### src/rtl/spike_event_queue_if.sv
// Address-event bus between the spike capture queue and its producer/consumer.
// The slave side is the queue; the master side drives spikes and accepts events.
interface spike_event_queue_if #(
  parameter int unsigned DEPTH  = 16,
  parameter int unsigned ADDR_W = 32,
  parameter int unsigned TS_W   = 16
);
  localparam int unsigned CNT_W  = $clog2(DEPTH) + 1;
  localparam int unsigned DROP_W = 16;

  logic [31:0]         spike_in;
  logic [ADDR_W-1:0]   source_addr;
  logic [ADDR_W-1:0]   evt_addr;
  logic [TS_W-1:0]     evt_time;
  logic                evt_valid;
  logic                evt_ready;
  logic [CNT_W-1:0]    count;
  logic                full;
  logic [DROP_W-1:0]   drop_count;
  logic                overflow;
  logic                clear_drop;

  modport master (
    output spike_in, source_addr, evt_ready, clear_drop,
    input  evt_addr, evt_time, evt_valid, count, full, drop_count, overflow
  );

  modport slave (
    input  spike_in, source_addr, evt_ready, clear_drop,
    output evt_addr, evt_time, evt_valid, count, full, drop_count, overflow
  );
endinterface

### src/rtl/spike_event_queue.sv
// Spike-to-address-event converter: timestamps each spike with its source
// address, buffers events in a first-word-fall-through FIFO, and counts drops.
module spike_event_queue #(
  parameter int unsigned DEPTH     = 16,
  parameter int unsigned ADDR_W    = 32,
  parameter int unsigned TS_W      = 16,
  parameter int unsigned EDGE_ONLY = 1
) (
  input  logic                  i_clk,
  input  logic                  i_rst,
  spike_event_queue_if.slave    io_bus
);
  localparam int unsigned PTR_W  = $clog2(DEPTH);
  localparam int unsigned CNT_W  = PTR_W + 1;
  localparam int unsigned ENT_W  = ADDR_W + TS_W;
  localparam int unsigned DROP_W = 16;

  logic [ENT_W-1:0]  r_mem [DEPTH];
  logic [PTR_W-1:0]  r_wptr;
  logic [PTR_W-1:0]  r_rptr;
  logic [CNT_W-1:0]  r_count;
  logic              r_valid;
  logic              r_full;
  logic [TS_W-1:0]   r_ts;
  logic              r_prev;
  logic [DROP_W-1:0] r_drop;
  logic              r_ovf;

  logic              w_spk;
  logic              w_push_req;
  logic              w_pop;
  logic              w_push;
  logic              w_drop;
  logic [CNT_W-1:0]  w_count_nxt;

  // Spike detection and push/pop/drop arbitration for this edge.
  always_comb begin
    w_spk       = |io_bus.spike_in;
    w_push_req  = (EDGE_ONLY != 0) ? (w_spk & ~r_prev) : w_spk;
    w_pop       = r_valid & io_bus.evt_ready;
    // A pop on the same edge frees the slot, so a full queue still accepts.
    w_push      = w_push_req & (~r_full | w_pop);
    w_drop      = w_push_req & r_full & ~w_pop;
    w_count_nxt = r_count + CNT_W'(w_push) - CNT_W'(w_pop);
  end

  // Free-running timestamp and previous-spike register.
  always_ff @(posedge i_clk or posedge i_rst) begin
    if (i_rst) begin
      r_ts   <= '0;
      r_prev <= 1'b0;
    end else begin
      r_ts   <= r_ts + TS_W'(1);
      r_prev <= w_spk;
    end
  end

  // FIFO storage; cleared on reset so the head reads zero afterwards.
  always_ff @(posedge i_clk or posedge i_rst) begin
    if (i_rst) begin
      for (int i = 0; i < int'(DEPTH); i++) r_mem[i] <= '0;
    end else if (w_push) begin
      r_mem[r_wptr] <= {io_bus.source_addr, r_ts};
    end
  end

  // Pointers, occupancy and the status flags derived from the next occupancy.
  always_ff @(posedge i_clk or posedge i_rst) begin
    if (i_rst) begin
      r_wptr  <= '0;
      r_rptr  <= '0;
      r_count <= '0;
      r_valid <= 1'b0;
      r_full  <= 1'b0;
    end else begin
      if (w_push) r_wptr <= r_wptr + PTR_W'(1);
      if (w_pop)  r_rptr <= r_rptr + PTR_W'(1);
      r_count <= w_count_nxt;
      r_valid <= (w_count_nxt != '0);
      r_full  <= (w_count_nxt == CNT_W'(DEPTH));
    end
  end

  // Saturating drop counter and sticky overflow; a drop on a clear edge counts once.
  always_ff @(posedge i_clk or posedge i_rst) begin
    if (i_rst) begin
      r_drop <= '0;
      r_ovf  <= 1'b0;
    end else if (io_bus.clear_drop) begin
      r_drop <= DROP_W'(w_drop);
      r_ovf  <= w_drop;
    end else if (w_drop) begin
      if (r_drop != {DROP_W{1'b1}}) r_drop <= r_drop + DROP_W'(1);
      r_ovf <= 1'b1;
    end
  end

  assign io_bus.evt_addr   = r_mem[r_rptr][ENT_W-1:TS_W];
  assign io_bus.evt_time   = r_mem[r_rptr][TS_W-1:0];
  assign io_bus.evt_valid  = r_valid;
  assign io_bus.count      = r_count;
  assign io_bus.full       = r_full;
  assign io_bus.drop_count = r_drop;
  assign io_bus.overflow   = r_ovf;
endmodule

### src/flat_wrapper.sv
// flat-port wrapper written by rule: the top's interface ports become plain ports
module spike_event_queue_flat 
#(
  parameter int unsigned DEPTH     = 16,
  parameter int unsigned ADDR_W    = 32,
  parameter int unsigned TS_W      = 16,
  parameter int unsigned EDGE_ONLY = 1
)
  (i_clk, i_rst, io_bus_spike_in, io_bus_source_addr, io_bus_evt_ready, io_bus_clear_drop, io_bus_evt_addr, io_bus_evt_time, io_bus_evt_valid, io_bus_count, io_bus_full, io_bus_drop_count, io_bus_overflow);
  spike_event_queue_if #(.DEPTH(DEPTH), .ADDR_W(ADDR_W), .TS_W(TS_W)) io_bus_i ();
  input  logic i_clk;
  input  logic i_rst;
  input wire logic [$bits(io_bus_i.spike_in)-1:0] io_bus_spike_in;
  input wire logic [$bits(io_bus_i.source_addr)-1:0] io_bus_source_addr;
  input wire logic [$bits(io_bus_i.evt_ready)-1:0] io_bus_evt_ready;
  input wire logic [$bits(io_bus_i.clear_drop)-1:0] io_bus_clear_drop;
  output wire logic [$bits(io_bus_i.evt_addr)-1:0] io_bus_evt_addr;
  output wire logic [$bits(io_bus_i.evt_time)-1:0] io_bus_evt_time;
  output wire logic [$bits(io_bus_i.evt_valid)-1:0] io_bus_evt_valid;
  output wire logic [$bits(io_bus_i.count)-1:0] io_bus_count;
  output wire logic [$bits(io_bus_i.full)-1:0] io_bus_full;
  output wire logic [$bits(io_bus_i.drop_count)-1:0] io_bus_drop_count;
  output wire logic [$bits(io_bus_i.overflow)-1:0] io_bus_overflow;
  assign io_bus_i.spike_in = io_bus_spike_in;
  assign io_bus_i.source_addr = io_bus_source_addr;
  assign io_bus_i.evt_ready = io_bus_evt_ready;
  assign io_bus_i.clear_drop = io_bus_clear_drop;
  assign io_bus_evt_addr = io_bus_i.evt_addr;
  assign io_bus_evt_time = io_bus_i.evt_time;
  assign io_bus_evt_valid = io_bus_i.evt_valid;
  assign io_bus_count = io_bus_i.count;
  assign io_bus_full = io_bus_i.full;
  assign io_bus_drop_count = io_bus_i.drop_count;
  assign io_bus_overflow = io_bus_i.overflow;
  spike_event_queue #(.DEPTH(DEPTH), .ADDR_W(ADDR_W), .TS_W(TS_W), .EDGE_ONLY(EDGE_ONLY)) u_core (.i_clk(i_clk), .i_rst(i_rst), .io_bus(io_bus_i));
endmodule
### config.mk
export PLATFORM = sky130hd
export DESIGN_NAME = spike_event_queue_flat
export DESIGN_NICKNAME = d
export VERILOG_FILES = /design/src/rtl/spike_event_queue_if.sv /design/src/rtl/spike_event_queue.sv /design/src/flat_wrapper.sv
export SDC_FILE = /design/constraint.sdc
export NUM_CORES = 1
export LEC_CHECK = 0
export ABC_AREA = 1
export BUFFER_PORTS_ARGS = -buffer_cell sky130_fd_sc_hd__buf_2
export CORE_ASPECT_RATIO = 0.8
export CORE_UTILIZATION = 35
export CTS_BUF_LIST = sky130_fd_sc_hd__clkbuf_8
export CTS_CLUSTER_DIAMETER = 100
export DETAILED_ROUTE_END_ITERATION = 10
export HOLD_SLACK_MARGIN = 0.03
export PLACE_DENSITY = 0.6
export SLEW_MARGIN = 30
export SYNTH_ARGS = -nofsm -noshare
export SYNTH_HDL_FRONTEND = slang
export SYNTH_SLANG_ARGS = --single-unit
### constraint.sdc
create_clock -name i_clk -period 53.5 [get_ports i_clk]
set_input_delay 2.675 -clock i_clk [delete_from_list [all_inputs] [get_ports i_clk]]
set_output_delay 2.675 -clock i_clk [all_outputs]
set_load 0.01 [all_outputs]
==> flow_summary.toml <==
[synth]
ys.flop_type = "dfrtp_1"
synth_most_common_cell = "o21ai_0"
avgSynthCellArea_um2 = 8.46
yosysWarningCount = 0
post-synth-top-area-cell = "dfrtp_1"
syn_nets = 4479
synth_edf_count = 0
netlist_area_um2 = 37200
ys_seq_area_share_pct = 54.9
synthCells = 4398
synth_area_leaders = "dfrtp_1 55%, o21ai_0 16%, nand2_1 9.0%, nor2_1 6.5%, o211ai_1 3.9%"
synth_common_cells = "1161 x o21ai_0, 895 x nand2_1, 817 x dfrtp_1"
ys_ff_latch = 817
synth-async-reset-ratio_pct = 100
synth_cell_type_count = 30
synth.top_cell.area_share_pct = 54.9

[timing]
rsz0062_at_grt = "false"
finalCritPeriodShare_pct = 13.9
setup_tns_ns = 0
hold_viol_final = 0
whs_ns = 0.467
setup-violations-final = 0
tightest_slew_ns = 1.05
relSlewSlack_pct = 29.8
fin_skew_ns = 0.0310
fmax_mhz = 134
post-route-min-period_ns = 7.46
slew_violations = 0

[worst_setup_path]
cp-end-kind = "output port"
arrival_ns = 4.79
crit_required_ns = 50.83
path_cells = "buf_4 -> buf_12 -> buf_16 -> o21ai_0 -> o211ai_1 -> nand3_1 -> nand2_1 -> buf_2"
cp_max_fo = 158
crit_buf_inv = 4
critPathMaxStageDelay_ns = 0.95
setup.worst_path.class = "register to output port"
start_kind = "register"
worst_path_dominant_cell_family = "buffers and inverters"
critPathSlowestCell = "dfrtp_4"

[global_route]
grt_pass1_vias = 28600
grt_first_pass_wirelength_um = 169000
grt_start_max_net_pins = 231
overflow = 0
grtUsageTotal_pct = 19.9
antenna_found_initial = 2

[cts]
cts_tree = "done"
clock_latency_ns = 0.82
numCtsBuffers = 134
cts.clk_slew.worst_paths_ns = 0.06
cts.sinks = 817
post-cts-setup-buffer-count = 0
post_cts_resized = 0
cts_root_buf = "clkbuf_8"
cts_buffer_depth = 3
holdBufCountCts = 0
ctsHtreeMaxLevel = 4

[drt]
dr_wl_met2_um = 47700
vias_per_cell = 5.19
top_layer_used = "met4"
dr.pass1.iters = 6
wl_met3_um = 5460
detail-route-antenna-nets = 0
vias = 30200
wire_per_inst_um = 18.3
drc_errors = 0
first_iter_violations = 3177
wl_um = 107000
wl_met1_um = 50800

[place]
io_buffer_count = 139
routabilityCongestion = 0.767
dp_hpwl_um = 53600
dpl-instance-area_um2 = 38200

[floorplanning]
die_x_um = 367
ioPinCount = 140
core_area_um2 = 105000
start_util_pct = 35.5
die_h_um = 294
num_rows = 106
fp.dieArea_um2 = 108000

[run_status]
status = "finished clean"

[final_layout]
nets = 4417
fillers = 10800
multi_input_area_um2 = 14600
seqCellArea_um2 = 20500
drive_above_1_share_pct = 8.93
fin_area_um2 = 41000
synthToLayoutAreaGrowth_pct = 10.1

[power]
ir_worst_vdd_mv = 0.0412
finalPower_w = 0.00180
p_leak_nw = 18.5
p_per_area_nw_per_um2 = 44.0

[worst_hold_path]
min_path_type = "register to register"

[job]
maxCapViolCount = 0
## report_power, final
| part | switching [W] | internal, W | total [W] |
|---|---|---|---|
| clock network | 0.000252 | 0.000305 | 0.000558 |
| logic | 0.000409 | 0.000182 | 0.000591 |
| registers | 0.0000313 | 0.000623 | 0.000655 |
## area by class of cell
| cell class | instances | share of cell area [%] |
|---|---|---|
| flip-flops and latches | 817 | 49.9 |
| multi-input cells | 3115 | 35.6 |
| clock buffers | 176 | 5.91 |
| well taps | 1404 | 4.29 |
| repair buffers | 178 | 2.75 |
| inverters | 90 | 0.879 |
| clock inverters | 45 | 0.638 |
| diodes | 3 | 0.0183 |
## kinds of logic (layout without fill, tap and decap cells)
| family | Yosys count | after routing | share of synthesized area [%] |
|---|---|---|---|
| adders and majority gates | 13 | 13 | 0.457 |
| other | 0 | 3 | 0 |
| DFF | 817 | 817 | 54.9 |
| xor gates and xnor gates | 31 | 31 | 0.729 |
| and+or+nand+nor | 1656 | 1656 | 17.4 |
| AOI/OAI and AO/OA | 1415 | 1415 | 20.3 |
| buffers and inverters | 466 | 489 | 6.17 |
## per-stage QoR
step,util [%],std cells,setup WS [ns]
2_1_floorplan,-,4398,27.88
3_3_place_gp,36.4,5601,44.60
3_5_place_dp,36.5,5603,44.84
4_1_cts,39.0,5824,45.74
5_1_grt,39.1,5827,45.60
6_report,39.1,5828,46.04
## final timing paths
check | startpoint | to | slack [ns] | depth (start not counted)
max | u_core.r_rptr[1] | io_bus_evt_addr[2] | 46.04 | 8
min | u_core.r_ts[14] | u_core.r_ts[14] | 0.47 | 1
max reg2reg | u_core.io_bus.evt_valid | u_core.r_mem[118] | 50.41 | 6
min reg2reg | u_core.r_ts[14] | u_core.r_ts[14] | 0.47 | 1
max in group asynchronous | i_rst | u_core.r_mem[391] | 46.41 | 8
min in group asynchronous | i_rst | u_core.r_mem[128] | 1.95 | 2
## cells in the final DEF (no fill, tap or decap), types with 4 or more instances in the layout
cell type / synthesis / layout
o21ai_1: 58 / 58
ha_1: 12 / 12
nand3_4: 7 / 16
o211ai_1: 192 / 192
nand3_1: 89 / 80
nor2_1: 645 / 645
inv_1: 84 / 116
xor2_1: 24 / 24
buf_2: 55 / 139
nand2_1: 895 / 895
clkbuf_8: 0 / 176
buf_12: 0 / 4
clkinv_1: 5 / 4
clkinv_2: 0 / 9
xnor2_1: 7 / 7
dfrtp_4: 0 / 4
dfrtp_1: 817 / 813
nor3_1: 9 / 9
o21ai_0: 1161 / 1161
buf_6: 37 / 8
buf_4: 54 / 24
nand4_1: 4 / 4
## worst register-to-register path, delay by kind of cell, from the launching register on
kind	cells	cell delay [ns]
buffers and inverters	1	0.63
AO/OA/AOI/OAI	1	0.10
AND/OR/NAND/NOR	4	1.85
flip-flops	1	0.35
## sequential cells by signal (all words and copies together), names as in the netlist
register                  cells
u_core.io_bus.evt_valid       1
u_core.r_rptr                 4
u_core.io_bus.drop_count     16
u_core.r_wptr                 4
u_core.io_bus.overflow        1
u_core.r_mem                768
u_core.io_bus.count           5
u_core.r_prev                 1
u_core.io_bus.full            1
u_core.r_ts                  16
## metal layers
metal  up-vias  track usage (%)
met5         -                0
met4         0             6.95
met3       177             3.10
met2       801             30.6
met1     14800             28.3
li1      14500                -
Power figures use the tool's default switching activity.
